`src/rtl/shot_clock_monitor.sv`:
```
// Shot-clock consumer: syncs and deglitches the ripple-counter bus, drives BCD digits,
// the expiry buzzer and the final-seconds blink blanking.
module shot_clock_monitor #(
  parameter int STABLE_CYCLES = 4,
  parameter int BUZZ_CYCLES   = 50000000,
  parameter int WARN_LEVEL    = 5,
  parameter int BLINK_CYCLES  = 12500000
) (
  input  logic       clk,
  input  logic       clr,
  input  logic [4:0] cronometro,
  input  logic       chaveParar,
  output logic [3:0] digit_tens,
  output logic [3:0] digit_ones,
  output logic       blank,
  output logic       buzzer,
  output logic       expired,
  output logic       range_err
);

  localparam int SW  = $clog2(STABLE_CYCLES + 1);
  localparam int BZW = (BUZZ_CYCLES > 1) ? $clog2(BUZZ_CYCLES) : 1;
  localparam int BLW = (BLINK_CYCLES > 1) ? $clog2(BLINK_CYCLES) : 1;

  localparam logic [1:0] IDLE = 2'd0;
  localparam logic [1:0] RUN  = 2'd1;
  localparam logic [1:0] BUZZ = 2'd2;
  localparam logic [1:0] HOLD = 2'd3;

  logic [4:0]     cronoS1, cronoS2, cronoPrev, val;
  logic           stopS1, stopS2;
  logic [SW-1:0]  stableCnt, stableNext;
  logic [1:0]     state;
  logic [BZW-1:0] buzzCnt;
  logic [BLW-1:0] blinkCnt;
  logic           valNz, inWarn;

  // A new value counts as its own first sample; acceptance happens on the STABLE_CYCLES-th.
  always_comb begin
    stableNext = stableCnt;
    if (cronoS2 != cronoPrev)
      stableNext = SW'(1);
    else if (stableCnt != SW'(STABLE_CYCLES))
      stableNext = stableCnt + SW'(1);
  end

  always_ff @(posedge clk or posedge clr) begin
    if (clr) begin
      cronoS1   <= '0;
      cronoS2   <= '0;
      cronoPrev <= '0;
      stopS1    <= 1'b0;
      stopS2    <= 1'b0;
      stableCnt <= '0;
      val       <= '0;
    end else begin
      cronoS1   <= cronometro;
      cronoS2   <= cronoS1;
      stopS1    <= chaveParar;
      stopS2    <= stopS1;
      cronoPrev <= cronoS2;
      stableCnt <= stableNext;
      if (stableNext == SW'(STABLE_CYCLES))
        val <= cronoS2;
    end
  end

  assign valNz  = (val != 5'd0);
  assign inWarn = (state == RUN) && valNz && (val <= 5'(WARN_LEVEL));

  always_ff @(posedge clk or posedge clr) begin
    if (clr) begin
      digit_tens <= '0;
      digit_ones <= '0;
      range_err  <= 1'b0;
    end else if (val > 5'd24) begin
      digit_tens <= 4'hF;
      digit_ones <= 4'hF;
      range_err  <= 1'b1;
    end else if (val >= 5'd20) begin
      digit_tens <= 4'd2;
      digit_ones <= 4'(val - 5'd20);
      range_err  <= 1'b0;
    end else if (val >= 5'd10) begin
      digit_tens <= 4'd1;
      digit_ones <= 4'(val - 5'd10);
      range_err  <= 1'b0;
    end else begin
      digit_tens <= 4'd0;
      digit_ones <= 4'(val);
      range_err  <= 1'b0;
    end
  end

  always_ff @(posedge clk or posedge clr) begin
    if (clr) begin
      state   <= IDLE;
      buzzCnt <= '0;
    end else begin
      if (state != BUZZ) buzzCnt <= '0;
      case (state)
        IDLE: if (valNz) state <= RUN;
        RUN:  if (!valNz) state <= stopS2 ? IDLE : BUZZ;
        BUZZ: begin
          // Reload beats timeout when both land in the same cycle.
          if (valNz) begin
            state   <= RUN;
            buzzCnt <= '0;
          end else if (buzzCnt == BZW'(BUZZ_CYCLES - 1)) begin
            state   <= HOLD;
            buzzCnt <= '0;
          end else begin
            buzzCnt <= buzzCnt + BZW'(1);
          end
        end
        HOLD: if (valNz) state <= RUN;
        default: state <= IDLE;
      endcase
    end
  end

  assign buzzer  = (state == BUZZ);
  assign expired = (state == BUZZ) || (state == HOLD);

  always_ff @(posedge clk or posedge clr) begin
    if (clr) begin
      blinkCnt <= '0;
      blank    <= 1'b0;
    end else if (!inWarn) begin
      blinkCnt <= '0;
      blank    <= 1'b0;
    end else if (blinkCnt == BLW'(BLINK_CYCLES - 1)) begin
      blinkCnt <= '0;
      blank    <= ~blank;
    end else begin
      blinkCnt <= blinkCnt + BLW'(1);
    end
  end

endmodule

```
`config.mk`:
```
export PLATFORM = sky130hd
export DESIGN_NAME = shot_clock_monitor
export DESIGN_NICKNAME = d
export VERILOG_FILES = /design/src/rtl/shot_clock_monitor.sv
export SDC_FILE = /design/constraint.sdc
export NUM_CORES = 1
export LEC_CHECK = 0
export CAP_MARGIN = 0
export CORE_MARGIN = 2
export CORE_UTILIZATION = 50
export DETAILED_ROUTE_END_ITERATION = 7
export GPL_ROUTABILITY_DRIVEN = 1
export PLACE_DENSITY = 0.75
export SETUP_SLACK_MARGIN = 0.2
export SLEW_MARGIN = 20
export SYNTH_ARGS = -nofsm -noshare
export SYNTH_HDL_FRONTEND = slang
export SYNTH_SLANG_ARGS = --single-unit
```
`constraint.sdc`:
```
create_clock -name clk -period 7.52 [get_ports clk]
set_input_delay 1.504 -clock clk [delete_from_list [all_inputs] [get_ports clk]]
set_output_delay 1.504 -clock clk [all_outputs]
set_load 0.02 [all_outputs]
```
==> impl_results.md <==
- Setup TNS: 0 ns
- Most frequent cells in the layout: 85 x dfrtp_1, 61 x nor2_1, 31 x xnor2_1
- Worst path cell trace: inv_1 -> ha_1 -> or2_2 -> clkdlybuf4s50_1
- Library cells used by synthesis: 45
- Unrepaired setup endpoints after global routing: false
- Cell Rows: 32
- 1st-iter DRT viols: 158
- CTS sink cnt: 85
- CP max stage delay: 0.53 ns
- First-pass GRT wire length: 12300 µm
- Dpl ws: 4.49 ns
- Synthesized cell area: 4060 µm²
- Slew Limit Fails: 0
- Max_cap viols: 0
- Synth top area share: 52.4%
- Worst path required time: 6.02 ns
- CTS buffer count: 9
- Worst-path clk slew: 0.09 ns
- Vias: 2639
- Crit path capture type: primary output
- CP max-delay cell: clkdlybuf4s50_1
- Hold WC Path Type: reg2reg
- Clock Path Buffers: 2
- Maximum clock frequency: 295 MHz
- Total track usage: 17.7%
- Initial antenna violation count: 0
- Peak VDD IR: 0.125 mV
- Die W: 94.1 µm
- Core Footprint: 7810 µm²
- Post-synthesis sequential area ratio: 52.4%
- Syn_nets: 399
- HPWL Detailed: 4670 µm
- Final min period: 3.39 ns
- # diodes: 0
- Worst-Margin Slew: 0.795 ns
- Maximum number of pins on one net before global-route repair: 86
- Post-synth EDFFs: 0
- DRC Markers: 0
- Wirelength, routed: 6920 µm
- TritonRoute pass-1 iters: 4
- Period Utilization, post-route: 45.1%
- Cell taking the most area after synthesis: dfrtp_1
- Critical path class: reg2out
- Share of cells above drive strength 1: 9.43%
- H-tree levels: 3
- Relative slew slack: 47.0%
- Grt ovf: 0
- RD Place Congestion: 0.859
- Max Fanout on Critical Path: 4
- P_leak: 1.97 nW
- Buffers & Inverters on Critical Path: 2
- Pwr/cell area: 213 nW/µm²
- Setup ws final: 4.13 ns
- CTS resizes: 0
- Vias per Instance: 5.23
- WL per Instance: 13.7 µm
- Crit path max-delay family: buffers and inverters
- CP arrival: 1.89 ns
- Fin Hold WS: 0.355 ns
- Mapped Avg Cell Area: 10.8 µm²
- Vias in the first global route: 2754
- Clk_lat worst skew: 0.35 ns
- Final setup vio count: 0
- Main flop type after synthesis: dfrtp_1
- IO Pins: 20
- Final Net Count: 422
- Startpoint types: register
- Yosys warns: 0
- Synth area leaders: dfrtp_1 52%, xnor2_1 6.7%, nor2_1 5.6%, ha_1 4.9%, xor2_1 4.7%
- Outcome: completed
- Post-CTS Setup Bufs: 0
- CTS tree: yes
- Starting Density: 52.0%
- Commonest non-fill, non-tap cell in the layout: dfrtp_1
- IO Port Bufs: 19
- Async set-reset flop share out of synthesis: 100%
- Clk root buf: clkbuf_8
- Post-synthesis cell count: 375
- Die Y: 94.1 µm
- Area delta synth->final: 12.8%
- Clk_skew: 0.00702 ns
- Post-layout power: 0.000974 W
- Post-DRT Antenna Nets: 0
- Fin. Hold Viols: 0
- Hold Buf Count CTS: 0
- Die area: 8860 µm²
- Synthesis-stage register bit count: 85
worst paths after layout:
path | start | endpoint | slack [ns] | depth (start not counted)
max in group asynchronous | clr | buzzCnt[24]$_DFF_PP0_ | 5.35 | 3
min in group asynchronous | clr | state[1]$_DFFE_PP0P_ | 1.67 | 3
worst min register to register | cronoS1[1]$_DFF_PP0_ | cronoS2[1]$_DFF_PP0_ | 0.36 | 0
worst max-delay path | state[0]$_DFFE_PP0P_ | expired | 4.13 | 4
worst max register to register | val[1]$_DFFE_PP0N_ | blinkCnt[23]$_DFF_PP0_ | 5.14 | 7
worst min-delay path | cronoS1[1]$_DFF_PP0_ | cronoS2[1]$_DFF_PP0_ | 0.36 | 0
cells in the mapped netlist (3+ instances only):
cell      instances
buf_4             4
nand2b_1          3
clkbuf_1          3
nor4_4            3
xor2_1           22
and3_1            7
and2_1            4
a21oi_1           3
nor2_1           61
nor3_1            5
and4_1            7
nor4_1            4
nand4_1          16
nand2_1          24
nor3b_1           3
inv_1            16
mux2i_1           3
xnor2_1          31
nor4b_1           5
mux2_2            6
nand3_1          18
ha_1             16
dfrtp_1          85
layout make-up:
class	instances	area (µm²)
inverter	16	61.3
timing repair buffer	21	216
clock inverter	7	105
clock buffer	9	124
fill	647	3230
tap	102	128
sequential	85	2130
multi-input combinational	265	1820
flip-flops by register name, indices dropped and copies added, names as in the netlist, 2 cells and up:
name / count
digit_ones: 4
digit_tens: 3
buzzCnt: 26
cronoS2: 5
cronoS1: 5
blinkCnt: 24
state: 2
cronoPrev: 5
val: 5
stableCnt: 3
cells by family after synthesis:
kind of cell | share of synthesized area (%)
flops | 52.4
xor+xnor | 11.4
buf+inv | 2.87
compound gates | 2.28
fa+ha+maj | 4.93
simple gates | 23.7
mux | 2.40
metal layers:
layer | vias to the layer above | wire length, µm | global-route usage (%)
met1 | 1278 | 3270 | 23.2
met5 | - | 0 | 0
met3 | 8 | 210 | 5.30
met4 | 0 | 81 | 6.64
li1 | 1310 | - | -
met2 | 43 | 3350 | 27.8
through the flow:
stage	utilization [%]	instance area, µm²	instances
after global placement	55.5	4330	488
after global routing	58.7	4580	505
after floorplan	-	4060	375
final	58.7	4580	505
after CTS	58.4	4560	504
after detailed placement	55.5	4330	488
report_power, final:
part           switching [W]  internal [W]
logic              0.0000729     0.0000531
registers          0.0000145      0.000471
clock network       0.000171      0.000192
(Power assumes the default switching activity.)
